### config.mk
export PLATFORM = sky130hd
export DESIGN_NAME = pc_unit
export DESIGN_NICKNAME = d
export VERILOG_FILES = /design/src/rtl/pc_pkg.sv /design/src/rtl/pc_next_sel.sv /design/src/rtl/pc_unit.sv
export SDC_FILE = /design/constraint.sdc
export NUM_CORES = 1
export LEC_CHECK = 0
export BUFFER_PORTS_ARGS = -buffer_cell sky130_fd_sc_hd__buf_2
export CAP_MARGIN = 15
export CORE_MARGIN = 2
export CORE_UTILIZATION = 48
export DETAILED_ROUTE_END_ITERATION = 16
export PLACE_DENSITY = 0.88
export SLEW_MARGIN = 15
export SYNTH_ARGS = -nofsm -noshare
export SYNTH_HDL_FRONTEND = slang
export SYNTH_SLANG_ARGS = --single-unit
### constraint.sdc
create_clock -name clk -period 4.2 [get_ports clk]
set_clock_uncertainty 0.05 [all_clocks]
set_input_delay 0.21 -clock clk [delete_from_list [all_inputs] [get_ports clk]]
set_output_delay 0.21 -clock clk [all_outputs]
set_load 0.005 [all_outputs]
### src/rtl/pc_pkg.sv
// Shared types for the fetch-stage program-counter unit: FSM states,
// next-PC source encoding and the fixed instruction size.
package pc_pkg;

   typedef enum logic [1:0] {
      RUN   = 2'd0,
      DONE  = 2'd1,
      FAULT = 2'd2
   } pc_state_e;

   typedef enum logic [1:0] {
      SEQ  = 2'd0,
      BR   = 2'd1,
      JAL  = 2'd2,
      JALR = 2'd3
   } pc_src_e;

   localparam int INST_BYTES = 4;

   // A transfer target must be word aligned and land inside program memory.
   function automatic logic target_ok(input logic [1:0] lsb, input logic in_range);
      return (lsb == 2'b00) && in_range;
   endfunction

endpackage

### src/rtl/pc_next_sel.sv
// Next-PC source selection: priority jalr > jump > taken branch > sequential,
// target adders and the alignment/range checks for the selected source.
module pc_next_sel
   import pc_pkg::*;
#(
   parameter int              XLEN     = 64,
   parameter int              PC_W     = 32,
   parameter logic [PC_W-1:0] PC_LIMIT = 'h200,
   parameter int              BR_SHIFT = 1
) (
   input  logic [PC_W-1:0] pc,
   input  logic            branch,
   input  logic            alu_zero,
   input  logic            br_invert,
   input  logic            jump,
   input  logic            jalr,
   input  logic [XLEN-1:0] offset,
   input  logic [XLEN-1:0] jalr_base,
   output logic [PC_W-1:0] next_pc,
   output logic            target_valid,
   output logic            seq_valid,
   output pc_src_e         src_sel
);

   logic [XLEN-1:0] br_off;
   logic [XLEN-1:0] jalr_sum;
   logic [PC_W-1:0] rel_target;
   logic [PC_W-1:0] jalr_target;
   logic [PC_W-1:0] seq_pc;
   logic [PC_W:0]   seq_wide;
   logic            br_taken;

   assign br_off      = offset << BR_SHIFT;
   assign jalr_sum    = jalr_base + offset;
   // All sums are taken modulo 2^PC_W before any checking.
   assign rel_target  = pc + br_off[PC_W-1:0];
   assign jalr_target = {jalr_sum[PC_W-1:1], 1'b0};
   assign seq_pc      = pc + PC_W'(INST_BYTES);
   // Extra bit so a PC near the top of the address space cannot wrap below the limit.
   assign seq_wide    = {1'b0, pc} + (PC_W+1)'(INST_BYTES);
   assign seq_valid   = seq_wide < {1'b0, PC_LIMIT};
   assign br_taken    = branch & (alu_zero ^ br_invert);

   always_comb begin
      src_sel      = SEQ;
      next_pc      = seq_pc;
      target_valid = 1'b0;
      if (jalr) begin
         src_sel = JALR;
         next_pc = jalr_target;
      end else if (jump) begin
         src_sel = JAL;
         next_pc = rel_target;
      end else if (br_taken) begin
         src_sel = BR;
         next_pc = rel_target;
      end
      if (src_sel != SEQ) begin
         target_valid = target_ok(next_pc[1:0], next_pc < PC_LIMIT);
      end
   end

endmodule

### src/rtl/pc_unit.sv
// Fetch-stage program counter: PC register, RUN/DONE/FAULT state machine and
// a saturating count of accepted PC updates.
module pc_unit
   import pc_pkg::*;
#(
   parameter int              XLEN     = 64,
   parameter int              PC_W     = 32,
   parameter logic [PC_W-1:0] PC_LIMIT = 'h200,
   parameter logic [PC_W-1:0] RESET_PC = '0,
   parameter int              BR_SHIFT = 1,
   parameter int              COUNT_W  = 32
) (
   input  logic               clk,
   input  logic               rst,
   input  logic               pc_write,
   input  logic               branch,
   input  logic               alu_zero,
   input  logic               br_invert,
   input  logic               jump,
   input  logic               jalr,
   input  logic [XLEN-1:0]    offset,
   input  logic [XLEN-1:0]    jalr_base,
   output logic [PC_W-1:0]    pc_out,
   output logic [PC_W-1:0]    pc_link,
   output logic               redirect,
   output logic               done,
   output logic               fault,
   output logic [COUNT_W-1:0] inst_count
);

   pc_state_e          state_reg, state_next;
   logic [PC_W-1:0]    pc_reg, pc_next;
   logic [COUNT_W-1:0] count_reg, count_next;

   logic [PC_W-1:0]    sel_pc;
   logic               target_valid;
   logic               seq_valid;
   pc_src_e            src_sel;
   logic               accept;

   pc_next_sel #(
      .XLEN     (XLEN),
      .PC_W     (PC_W),
      .PC_LIMIT (PC_LIMIT),
      .BR_SHIFT (BR_SHIFT)
   ) u_next_sel (
      .pc           (pc_reg),
      .branch       (branch),
      .alu_zero     (alu_zero),
      .br_invert    (br_invert),
      .jump         (jump),
      .jalr         (jalr),
      .offset       (offset),
      .jalr_base    (jalr_base),
      .next_pc      (sel_pc),
      .target_valid (target_valid),
      .seq_valid    (seq_valid),
      .src_sel      (src_sel)
   );

   assign accept = (state_reg == RUN) && pc_write;

   always_comb begin
      state_next = state_reg;
      pc_next    = pc_reg;
      count_next = count_reg;
      if (accept) begin
         if (src_sel != SEQ) begin
            if (target_valid) begin
               pc_next = sel_pc;
            end else begin
               state_next = FAULT;
            end
         end else if (seq_valid) begin
            pc_next = sel_pc;
         end else begin
            // Stepping past the last instruction slot ends the program.
            state_next = DONE;
         end
         if (state_next == RUN && count_reg != '1) begin
            count_next = count_reg + COUNT_W'(1);
         end
      end
   end

   always_ff @(posedge clk) begin
      if (rst) begin
         state_reg <= RUN;
         pc_reg    <= RESET_PC;
         count_reg <= '0;
      end else begin
         state_reg <= state_next;
         pc_reg    <= pc_next;
         count_reg <= count_next;
      end
   end

   assign pc_out     = pc_reg;
   assign pc_link    = pc_reg + PC_W'(INST_BYTES);
   assign redirect   = accept && (src_sel != SEQ) && target_valid;
   assign done       = (state_reg == DONE);
   assign fault      = (state_reg == FAULT);
   assign inst_count = count_reg;

endmodule

# == After elaboration in Yosys (flattened, before gate mapping) ==
# Cells that the tools add are included.
# classes
addsub,5
multipliers,0
div_mod_pow,0
n_lt_le_gt_ge,2
eq_ne,4
shift,0
n_mux,14
bitwise,2
reduce_logical,12
# op_table
cell,n
32-bit 2-to-1 mux,6
32-bit adder,2
32-bit by 3-bit adder with 33-bit output (second input constant),1
33-bit by 10-bit < comparator with 1-bit output (second input constant),1
32-bit by 1-bit adder with 32-bit output (second input constant),1
32-bit by 3-bit adder with 32-bit output (second input constant),1
32-bit by 10-bit < comparator with 1-bit output (second input constant),1
32-bit != test (second input constant),1
2-bit 2-to-1 mux,6
2-bit zero test,3
1-bit logical AND,5
2-bit nonzero test,2
3-bit AND reduction,1
2-bit by 1-bit == test with 1-bit output (second input constant),1
2-bit == test (second input constant),1
1-bit 2-to-1 mux,2
2-bit != test (second input constant),1
2-bit AND reduction,1
1-bit bitwise AND,1
1-bit bitwise XOR,1
# totals
ff_bits,66
latch_bits,0
mem_bits_rw,0
rom_bits,0
n_memories,0

# == Logic depth before layout (Yosys ltp) ==
# Gate-level depths: netlist of the first run.
# depth
depth_word,14
depth_mapped,16
depth_no_buf,14

# == By module ==
# A second synthesis of the first run with hierarchy kept.
# unflattened
cells_unflattened,1145
area_unflattened_um2,8090.3
# modules_own_cells
module,n_inst,cells_each,area_per_inst_um2,seq_area_each_um2
pc_next_sel,1,706,4694.5,0.0
pc_unit,1,439,3395.8,1321.3

# == Worst setup path after synthesis of the first run ==
# Ideal clock, no wire load.
# synth_path
path_type,reg-to-reg
from,"register pc_reg[1], in the netlist pc_out[1]"
to,"register count_reg[27], in the netlist inst_count[27]"
setup_ns,0.123
arrival_time_ns,3.866
required_time_ns,4.027
path_slack_ns,0.161
path_stages_with_launch,16
path_buffers,1
synth_period_minus_slack_ns,4.039
cell_sequence,dfxtp_1 > ha_1 > fa_1 > a21o_1 > a221oi_4 > o31ai_2 > a21oi_4 > o21ai_1 > xor2_1 > or4_1 > o211ai_1 > o2111ai_1 > o41a_1 > clkbuf_1 > nor4_1 > mux2_1
# synth_via
elab_chain_cells,13
word_cells_on_any_way,18
# synth_lines
element,line,rtl
"start, declared",pc_unit.sv:32,"logic [PC_W-1:0] pc_reg, pc_next;"
"start signal, assigned",pc_unit.sv:93,pc_reg <= pc_next;
32-bit by 3-bit adder with 32-bit output / 32-bit adder (equally long branches),"pc_next_sel.sv:38, pc_next_sel.sv:36",
32-bit 2-to-1 mux,pc_next_sel.sv:54,end else if (br_taken) begin
32-bit 2-to-1 mux,pc_next_sel.sv:51,end else if (jump) begin
32-bit 2-to-1 mux,pc_next_sel.sv:48,if (jalr) begin
32-bit by 10-bit < comparator with 1-bit output / 2-bit zero test (equally long branches),"pc_next_sel.sv:59, pc_pkg.sv:22",
1-bit logical AND,pc_pkg.sv:22,return (lsb == 2'b00) && in_range;
1-bit 2-to-1 mux,pc_next_sel.sv:58,if (src_sel != SEQ) begin
2-bit 2-to-1 mux,pc_unit.sv:69,if (target_valid) begin
2-bit 2-to-1 mux *,pc_unit.sv:68,if (src_sel != SEQ) begin
2-bit 2-to-1 mux *,pc_unit.sv:67,if (accept) begin
2-bit zero test *,pc_unit.sv:80,if (state_next == RUN && count_reg != '1) begin
1-bit logical AND *,pc_unit.sv:80,
2-bit AND reduction (no source line) *,--,
"end signal, assigned",pc_unit.sv:94,count_reg <= count_next;
"end, declared",pc_unit.sv:33,"logic [COUNT_W-1:0] count_reg, count_next;"
# Every way passes the cells marked *; elsewhere a longest branch is shown, timed or not. The select of a mux whose other input is x is not followed.
# A chain may end at the register's enable or synchronous reset.

# == Final worst setup path of the first run ==
# layout_path
from,"register pc_reg[1], in the netlist pc_out[1]"
to,"register count_reg[21], in the netlist inst_count[21]"
# The elaborated chain is that of the path after synthesis.

==> impl_metrics.csv, run 1 <==
group,metric,value,unit
outcome,status,"finished with violations",
outcome,violations,"negative setup slack",
worst_setup_path,crit_path_cell_trace,"ha_4, fa_2, a21o_1, a221oi_4, o31ai_4, a21oi_4, o21ai_2, xor2_1, or4_1, o211ai_1, o2111ai_2, o41a_4, clkbuf_16, nor4_2, mux2_1",
synthesis,synth_largest_area_cell,"dfxtp_1",
placed_design,pre_cts_slack,-0.252,ns
timing,setup_viol,21,
clocking,clockBufferDepth,2,
worst_setup_path,rrSetupSlack,-0.10,ns
finish,nets,1493,
floorplan,rows,46,
clocking,tritoncts,"yes",
worst_setup_path,start_kind,"register",
worst_setup_path,worstReg2RegStart,"pc_out[1]",
power,peakVddDrop,192,uV
worst_setup_path,slowest_stage,"o41a_4",
synthesis,synth_ff_type,"dfxtp_1",
synthesis,ys_seq_elements,66,
synthesis,syn_avg_cell_area,7.28,um^2
timing,worstMarginPinSlew,1.09,ns
synthesis,synthCells,1045,
floorplan,io_pins,235,
timing,hold_viol,0,
timing,fin_crit_sh,1.02,
routing,ant_nets,0,
clocking,cts-root-buf,"clkbuf_16",
synthesis,synthesis.nets,1245,
worst_setup_path,required,4.37,ns
min_path,hp-start,"pc_write",
timing,slew_viol_final,0,
worst_setup_path,criticalPathCategory,"reg2reg",
synthesis,synth_top_family_by_area,"simple AND/OR/NAND/NOR gates",
worst_setup_path,arrival,4.47,ns
synthesis,synth_top_area_share,0.174,
power,powerDensity,207,nW/um^2
clocking,cts_buffers,9,
synthesis,async_flop_share,0,
placed_design,portBuffers,170,
timing,timing.final.crit_period,4.30,ns
synthesis,synth-warning-count,0,
power,p_leak,4.75,nW
global_routing,grt_max_degree,54,
worst_setup_path,r2r_end,"inst_count[21]",
floorplan,dieArea,16900,um^2
routing,first_pass_iters,7,
worst_setup_path,r2r_cells,15,
synthesis,synth_cell_types,81,
finish,drive_gt1_frac,0.289,
routing,vias,9628,
routing,drt-total-wl,29400,um
timing,max_slew_margin,0.276,
routing,wl_per_cell,19.4,um
min_path,holdPathStages,3,
floorplan,start_util,0.484,
routing,first_iter_violations,1134,
timing,fin_ws,-0.103,ns
worst_setup_path,path_max_fanout,7,
synthesis,synth_fa_ha_area_frac,0.107,
global_routing,grt_usage,0.317,
synthesis,synth_edf_count,0,
synthesis,synth_xor_area_frac,0.0886,
synthesis,synth.area.top_cells,"dfxtp_1, ha_1, a21oi_1, nand2_1, xnor2_1",
clocking,clk_latency,0.34,ns
finish,syn_to_final_growth,33.4,%
finish,antenna_cells,0,
global_routing,gr-total-overflow,0,
synthesis,synth_compound_area_frac,0.238,
placed_design,dp_hpwl,21400,um
placed_design,gp_congestion,0.992,
synthesis,yosysSeqAreaShare,0.174,
synthesis,synth.most_common_cell,"nand2_1",
routing,via_per_inst,6.36,
routing,drc_errors,0,
synthesis,ys_top_cells_by_count,"nand2_1, a21oi_1, nor2_1, dfxtp_1, ha_1",
worst_setup_path,critPathTopFamily,"compound AO/OA/AOI/OAI gates",
finish,instances_no_fill,1514,
synthesis,synth.area.mux_share,0.0429,
global_routing,antenna_found_initial,0,
clocking,htree_num_levels,3,
min_path,min_to,"state_reg[1]",
worst_setup_path,cp-end-kind,"register",
timing,max_clock_freq,232,MHz
synthesis,syn_area,7610,um^2
placed_design,dp_cells,1484,
clocking,clk_pin_slew,0.06,ns
worst_setup_path,worst_path_largest_cell_delay,0.55,ns
global_routing,grt_pass1_vias,8291,
job,maxCapViolCount,0,
finish,n_fill_cell,1314,
worst_setup_path,critPathBufInv,1,
synthesis,synth-simple-area-share,0.310,
floorplan,fp.dieH,130,um
floorplan,die_w,130,um
timing,rsz0062_at_grt,"yes",
clocking,clock-sinks,66,
floorplan,core,15700,um^2
min_path,hp-class,"in2reg",
global_routing,grt_first_pass_wirelength,42600,um
[how the worst max path moves through the flow]
| stage | from | endpoint | slack (ns) | cells after the start |
|---|---|---|---|---|
| finish | pc_out[1] | inst_count[21] | -0.10 | 15 |
| global route | pc_out[2] | inst_count[21] | -0.25 | 14 |
| CTS | pc_out[1] | inst_count[17] | -0.03 | 15 |
| detailed placement | offset[0] | inst_count[27] | -0.25 | 17 |
| global placement | offset[0] | inst_count[5] | -0.06 | 18 |
| floorplan | pc_out[1] | inst_count[27] | 0.16 | 15 |
[where the power goes]
| part | switching [mW] | internal (mW) | total (mW) |
|---|---|---|---|
| Clock | 0.290 | 0.476 | 0.766 |
| Combinational | 0.392 | 0.305 | 0.697 |
| Sequential | 0.00750 | 0.632 | 0.639 |
| Total | 0.690 | 1.41 | 2.10 |
[cells by family (layout without fill, tap and decap cells)]
group / after synthesis / in the layout
mux: 31 / 31
buf+inv: 76 / 329
compound gates: 277 / 277
fa+ha+maj: 64 / 64
simple gates: 454 / 454
flops: 66 / 66
xor+xnor: 77 / 77
[through the flow]
step / utilization / hold WS, ns / total power [mW] / TNS [ns] / instance area [um^2]
after floorplan: - / 0.410 / 1.05 / 0 / 7610
after global placement: 0.596 / 0.426 / 1.29 / -0.627 / 9360
after detailed placement: 0.596 / 0.438 / 1.30 / -2.42 / 9360
after CTS: 0.626 / 0.216 / 2.06 / -0.171 / 9840
after global routing: 0.646 / 0.244 / 2.19 / -6.14 / 10200
final: 0.646 / 0.235 / 2.10 / -1.17 / 10200
[cell usage in the layout, fill, tap and decap left out, drive strengths merged, types with 9 or more instances in the layout]
cell | netlist | final
buf | 6 | 291
nand2 | 112 | 112
a21oi | 97 | 97
nor2 | 88 | 88
dfxtp | 66 | 66
ha | 62 | 62
o21ai | 56 | 56
nand3 | 51 | 51
and3 | 44 | 44
xnor2 | 39 | 39
xor2 | 38 | 38
nand4 | 33 | 33
nor4 | 21 | 21
inv | 19 | 19
mux2i | 18 | 18
nor3 | 17 | 17
nor2b | 16 | 16
or3 | 14 | 14
clkbuf | 50 | 14
o211ai | 13 | 13
a211oi | 13 | 13
mux2 | 13 | 13
or4 | 12 | 12
nand2b | 11 | 11
and4 | 10 | 10
o21a | 10 | 10
and2 | 9 | 9
a21o | 9 | 9
o31ai | 9 | 9
[layout make-up]
type | count | area, um^2 | share of cell area
clock buffer | 12 | 246 | 0.0243
clock inverter | 4 | 51.3 | 0.00505
inverter | 20 | 75.1 | 0.00739
multi-input combinational | 903 | 6280 | 0.619
sequential | 66 | 1330 | 0.131
tap | 216 | 270 | 0.0266
timing repair buffer | 293 | 1910 | 0.188
[worst min-delay path, cell delays in order]
cell     delay (ns)
buf_2          0.10
or4b_2         0.19
a21oi_1        0.06
[what timing repair did]
action / 4_1_cts / 5_1_grt
hold buffers: 0 / 0
buffers inserted: 2 / 9
pin swaps: 7 / 33
setup endpoints to repair: 27 / 42
resized for setup: 24 / 43
cloned: 1 / 2
[routing by layer]
layer / wire, um / track usage
met1: 11700 / 0.418
met4: 1500 / 0.133
met3: 2780 / 0.0488
met2: 13400 / 0.518
met5: 0 / 0
Power figures use the tool's default switching activity.
==> run 2, diff against run 1 <==
- REMOVE_ABC_BUFFERS: not set -> 1
==> run 2 against run 1 <==
Effect of this change:
- the run now ends clean
- non-clock buffer count up 4
- die area did not move
- setup slack improved by 0.17 ns
- sequential share of layout area grew 0.13 points
- worst hold slack got worse by 0.011 ns
- clock-buffer cell count decreased by 3
- critical endpoint is now inst_count[5]
- combinational power is 1% lower
==> impl_metrics.csv, run 2 (synthesized netlist as in run 1, its figures left out) <==
group,metric,value,unit
worst_setup_path,crit_path_cell_trace,"ha_2, fa_2, a21o_1, a31oi_1, nor3_1, o211a_1, or2_1, xnor2_1, a221oi_1, a211oi_2, o2111ai_2, o41a_4, buf_12, buf_4, or4_1, nand2_1",
clocking,htree_num_levels,3,
worst_setup_path,endpoint,"inst_count[5]",
power,peakVddDrop,249,uV
placed_design,pre_cts_slack,-0.143,ns
placed_design,portBuffers,170,
timing,timing.final.crit_period,4.13,ns
clocking,clock-sinks,66,
worst_setup_path,criticalPathCategory,"reg2reg",
finish,instances_no_fill,1518,
placed_design,place_area,9440,um^2
clocking,clk_pin_slew,0.07,ns
power,p_leak,4.77,nW
routing,met1_length,10900,um
timing,hold_viol,0,
floorplan,start_util,0.484,
finish,syn_to_final_growth,31.8,%
timing,fin_ws,0.0702,ns
placed_design,dp_hpwl,21200,um
global_routing,grt_first_pass_wirelength,42700,um
timing,worstMarginPinSlew,0.979,ns
finish,layout_common_cells,"buf_2, buf_4, nand2_1",
routing,drc_errors,0,
global_routing,grt_usage,0.314,
worst_setup_path,critPathLaunch,"pc_out[1]",
timing,fin_crit_sh,0.983,
worst_setup_path,rrSetupSlack,0.07,ns
finish,final_common_cell,"buf_2",
power,power,2.22,mW
routing,via_per_inst,6.17,
timing,slew_viol_final,0,
worst_setup_path,critPathTopFamily,"compound AO/OA/AOI/OAI gates",
placed_design,dp_cells,1498,
routing,met3_length,2710,um
timing,setup_viol,0,
worst_setup_path,arrival,4.36,ns
routing,ant_nets,0,
floorplan,die_w,130,um
worst_setup_path,worstReg2RegStart,"pc_out[1]",
floorplan,core,15700,um^2
global_routing,antenna_found_initial,0,
clocking,clockBufferDepth,2,
timing,max_slew_margin,0.347,
global_routing,grt_max_degree,54,
job,maxCapViolCount,0,
clocking,cts-root-buf,"clkbuf_16",
routing,drt-total-wl,27400,um
routing,routed-wl-met2,12700,um
finish,fin_area,10000,um^2
worst_setup_path,worst_path_largest_cell_delay,0.49,ns
worst_setup_path,cp.depth,16,
routing,first_pass_iters,5,
global_routing,grt_pass1_vias,8595,
floorplan,rows,46,
finish,drive_gt1_frac,0.280,
clocking,clk_latency,0.34,ns
worst_setup_path,start_kind,"register",
floorplan,io_pins,235,
floorplan,fp.dieH,130,um
clocking,cts_buffers,9,
worst_setup_path,slowest_stage,"o41a_4",
outcome,status,"finished clean",
min_path,hp-class,"in2reg",
finish,nets,1497,
worst_setup_path,r2r_cells,16,
timing,rsz0062_at_grt,"yes",
power,powerDensity,222,nW/um^2
worst_setup_path,required,4.43,ns
global_routing,gr-total-overflow,0,
timing,max_clock_freq,242,MHz
routing,wl_per_cell,18.0,um
worst_setup_path,cp-end-kind,"register",
worst_setup_path,path_max_fanout,19,
clocking,tritoncts,"yes",
routing,top_layer,"met4",
worst_setup_path,critPathBufInv,2,
finish,antenna_cells,0,
placed_design,gp_congestion,1.01,
floorplan,dieArea,16900,um^2
routing,first_iter_violations,1008,
worst_setup_path,r2r_end,"inst_count[5]",
routing,vias,9367,
==> run 2: cell types whose count changed in the layout (fill, tap and decap cells not counted), sizes merged <==
| cell | previous run | this run |
|---|---|---|
| bufbuf | 0 | 1 |
| clkinv | 3 | 2 |
| buf | 291 | 296 |
| inv | 19 | 21 |
| bufinv | 1 | 3 |
| clkbuf | 14 | 9 |
==> run 2: how the worst min path moves through the flow <==
stage	start	end	slack, ns	cells past startpoint
5_1_grt	pc_write	state_reg[1]	0.24	3
4_1_cts	pc_write	state_reg[1]	0.21	3
6_report	pc_write	state_reg[1]	0.22	3
3_3_place_gp	inst_count[26]	inst_count[26]	0.42	2
2_1_floorplan	rst	inst_count[10]	0.23	1
3_5_place_dp	inst_count[26]	inst_count[26]	0.44	2
==> run 2: report_power, final <==
| group | switching, mW | leakage, nW | internal [mW] |
|---|---|---|---|
| Sequential | 0.00600 | 0.533 | 0.631 |
| Clock | 0.314 | 0.167 | 0.585 |
| Combinational | 0.392 | 4.07 | 0.295 |
==> run 2: metal layers <==
metal	global-route usage	up-vias
li1	-	4418
met1	0.396	4359
met2	0.518	491
met3	0.0795	99
met4	0.118	0
met5	0	-
==> run 2: layout make-up <==
| type | count | area (um^2) |
|---|---|---|
| Clock buffer | 9 | 225 |
| Clock inverter | 7 | 124 |
| Fill cell | 1292 | 5680 |
| Inverter | 20 | 75.1 |
| Multi-Input combinational cell | 903 | 6170 |
| Sequential cell | 66 | 1320 |
| Tap cell | 216 | 270 |
| Timing Repair Buffer | 297 | 1840 |
==> run 2: repair_timing <==
item / in CTS / in global routing
hold buffers: 0 / 0
gates cloned: 1 / 0
resized for setup: 11 / 26
endpoints found under the setup margin: 25 / 52
pin swaps: 7 / 14
setup buffers: 1 / 2
==> run 2: worst reg2reg max path, stage by stage (launching register included) <==
cell and delay [ns]:
dfxtp_1 0.31, ha_2 0.19, fa_2 0.35, a21o_1 0.21
a31oi_1 0.20, nor3_1 0.11, o211a_1 0.27, or2_1 0.27
xnor2_1 0.18, a221oi_1 0.12, a211oi_2 0.21, o2111ai_2 0.19
o41a_4 0.49, buf_12 0.17, buf_4 0.18, or4_1 0.48
nand2_1 0.08
==> run 2: through the flow <==
stage	hold WS, ns	util	setup TNS, ns
floorplan	0.229	-	-13.85
CTS	0.214	0.630	0
finish	0.225	0.638	0
detailed placement	0.437	0.601	-1.86
global placement	0.420	0.601	-0.406
global route	0.238	0.638	-0.0972
==> run 3, diff against run 2 <==
- CELL_PAD_IN_SITES_DETAIL_PLACEMENT: not set -> 1
- CELL_PAD_IN_SITES_GLOBAL_PLACEMENT: not set -> 1
- CORE_UTILIZATION: 48 -> 34
- PLACE_DENSITY: 0.88 -> 0.87
- SYNTH_HIERARCHICAL: not set -> 1
==> run 3 against run 2 <==
Effect of this change:
- routed wire length rose by 66%
- the flow now finishes with violations (negative setup slack)
- sequential power rose by 0.6%
- sequential cell count did not move
==> impl_metrics.csv, run 3 <==
group,metric,value,unit
outcome,status,"finished with violations",
outcome,violations,"negative setup slack",
synthesis,ys_top_cells_by_count,"nand2_1, a21oi_1, nor2_1, dfxtp_1, o21ai_0",
synthesis,yosysSeqAreaShare,0.163,
finish,antenna_cells,0,
global_routing,antenna_found_initial,0,
floorplan,start_util,0.346,
clocking,clockBufferDepth,2,
power,power,2.48,mW
synthesis,syn_area,8090,um^2
clocking,clk_pin_slew,0.07,ns
placed_design,gp_congestion,0.995,
routing,via_per_inst,6.12,
synthesis,syn_avg_cell_area,7.07,um^2
power,power_frac_seq,0.258,
clocking,tritoncts,"yes",
finish,layout_common_cells,"buf_4, buf_2, nand2_1",
global_routing,grt_max_degree,38,
synthesis,synth-warning-count,6,
clocking,cts_buffers,9,
synthesis,synth_ff_type,"dfxtp_1",
global_routing,grt_first_pass_wirelength,62000,um
worst_setup_path,crit_path_cell_trace,"buf_4, nand3_1, nor3_1, nand3_1, xnor2_1, a22oi_1, o211ai_1, nor4_2, buf_4, nand4b_1, or4_4, nor4_4, and4b_2, o21ai_4, buf_6, a211oi_4, o2111ai_2, buf_6, or3_1, a21oi_1",
finish,final_common_cell,"buf_4",
finish,fin_area,12500,um^2
job,maxCapViolCount,0,
clocking,clk_latency,0.36,ns
timing,slew_viol_final,0,
synthesis,async_flop_share,0,
timing,worstMarginPinSlew,1.06,ns
floorplan,io_pins,235,
timing,max_clock_freq,186,MHz
global_routing,grt_usage,0.316,
power,swShare,0.371,
timing,fin_ws,-1.17,ns
worst_setup_path,worst_path_largest_cell_delay,0.54,ns
timing,hold_viol,0,
min_path,hp-class,"in2reg",
worst_setup_path,path_max_fanout,11,
global_routing,gr-total-overflow,0,
power,powerDensity,198,nW/um^2
synthesis,synth_largest_area_cell,"dfxtp_1",
synthesis,synth_top_area_share,0.163,
timing,rsz0062_at_grt,"yes",
clocking,htree_num_levels,3,
placed_design,portBuffers,170,
finish,drive_gt1_frac,0.390,
routing,wl_per_cell,23.7,um
worst_setup_path,arrival,5.59,ns
power,intPower,1.56,mW
worst_setup_path,critPathTopFamily,"simple AND/OR/NAND/NOR gates",
placed_design,dp_hpwl,30900,um
routing,first_pass_iters,7,
routing,drt-total-wl,45400,um
power,p_switching,919,uW
finish,utilization,0.535,
floorplan,die_w,158,um
floorplan,core,23400,um^2
global_routing,grt_pass1_vias,11700,
worst_setup_path,cp-end-kind,"register",
power,comb_power_share,0.412,
placed_design,place_area,11300,um^2
synthesis,synthCells,1145,
synthesis,synth_edf_count,0,
finish,multi_input_area,7060,um^2
synthesis,synth_cell_types,80,
worst_setup_path,critPathBufInv,4,
worst_setup_path,required,4.42,ns
finish,nets,1789,
timing,fin_crit_sh,1.28,
worst_setup_path,start_kind,"register",
synthesis,synth.area.top_cells,"dfxtp_1, ha_1, a21oi_1, nand2_1, xnor2_1",
routing,drc_errors,0,
timing,max_slew_margin,0.288,
routing,ant_nets,0,
clocking,hold_buffers,0,
finish,regArea,1320,um^2
synthesis,synth.most_common_cell,"nand2_1",
routing,first_iter_violations,760,
finish,syn_to_final_growth,54.7,%
clocking,clock-sinks,66,
routing,vias,11700,
floorplan,rows,56,
synthesis,ys_seq_elements,66,
power,peakVddDrop,162,uV
power,p_leak,5.77,nW
worst_setup_path,slowest_stage,"or4_4",
worst_setup_path,criticalPathCategory,"reg2reg",
floorplan,dieArea,25000,um^2
floorplan,fp.dieH,158,um
clocking,cts-root-buf,"clkbuf_16",
power,p_clk_frac,0.330,
finish,n_fill_cell,2993,
timing,setup_viol,66,
timing,timing.final.crit_period,5.37,ns
==> run 3: cell type report <==
cell class,instances,area share
Sequential cell,66,0.106
Inverter,12,0.00360
Clock inverter,7,0.00620
Multi-Input combinational cell,1014,0.564
Clock buffer,9,0.0180
Timing Repair Buffer,485,0.271
Tap cell,319,0.0319
==> run 3: per-layer routing <==
layer,vias to the layer above,routed length (um),track usage
li1,5132,-,-
met1,5694,17100,0.358
met2,655,22200,0.564
met3,223,2930,0.0490
met4,0,3170,0.180
met5,-,0,0
==> run 3: cells by family after synthesis <==
group	count (synthesis)	synth area share
buffers and inverters	66	0.0350
muxes	9	0.0119
DFF	66	0.163
and+or+nand+nor	479	0.295
adders and majority gates	65	0.102
AOI/OAI and AO/OA	349	0.272
xor gates and xnor gates	111	0.120
==> run 3: worst register-to-register path, delay by kind of cell (launching register included) <==
kind,cells,cell delay [ns]
and+or+nand+nor,9,2.67
DFF,1,0.40
AOI/OAI and AO/OA,6,1.23
buffers and inverters,4,0.76
xor gates and xnor gates,1,0.16
==> run 3: power by group through the flow <==
stage                     sequential [mW]  clock, mW  combinational, mW
after floorplan                     0.662          0              0.423
after global placement              0.653          0              0.880
after detailed placement            0.654          0              0.920
after CTS                           0.640      0.811              0.943
after global routing                0.641      0.843               1.08
final                               0.641      0.818               1.02
==> run 3: through the flow <==
| stage | worst slack [ns] | hold slack, ns | cells | TNS (ns) |
|---|---|---|---|---|
| global route | -1.30 | 0.140 | 1912 | -69.75 |
| detailed placement | -1.47 | 0.458 | 1876 | -75.34 |
| floorplan | -1.22 | 0.229 | 1091 | -38.90 |
| global placement | -1.10 | 0.416 | 1876 | -52.51 |
| finish | -1.17 | 0.124 | 1912 | -61.63 |
| CTS | -1.12 | 0.0897 | 1900 | -52.67 |
==> run 3: path summary, 6_finish.rpt <==
| path | startpoint | end | slack [ns] | depth (start not counted) |
|---|---|---|---|---|
| min | pc_write | state_reg[0] | 0.12 | 3 |
| max reg2reg | pc_out[7] | inst_count[25] | -1.17 | 20 |
| min reg2reg | inst_count[31] | inst_count[31] | 0.49 | 2 |
| max | pc_out[7] | inst_count[25] | -1.17 | 20 |
==> run 3: what timing repair did <==
item | 4_1_cts | 5_1_grt
pin swaps | 29 | 56
endpoints found under the hold margin | 0 | 0
cloned | 1 | 4
setup buffers | 8 | 9
gates resized for setup | 50 | 102
setup endpoints to repair | 66 | 66
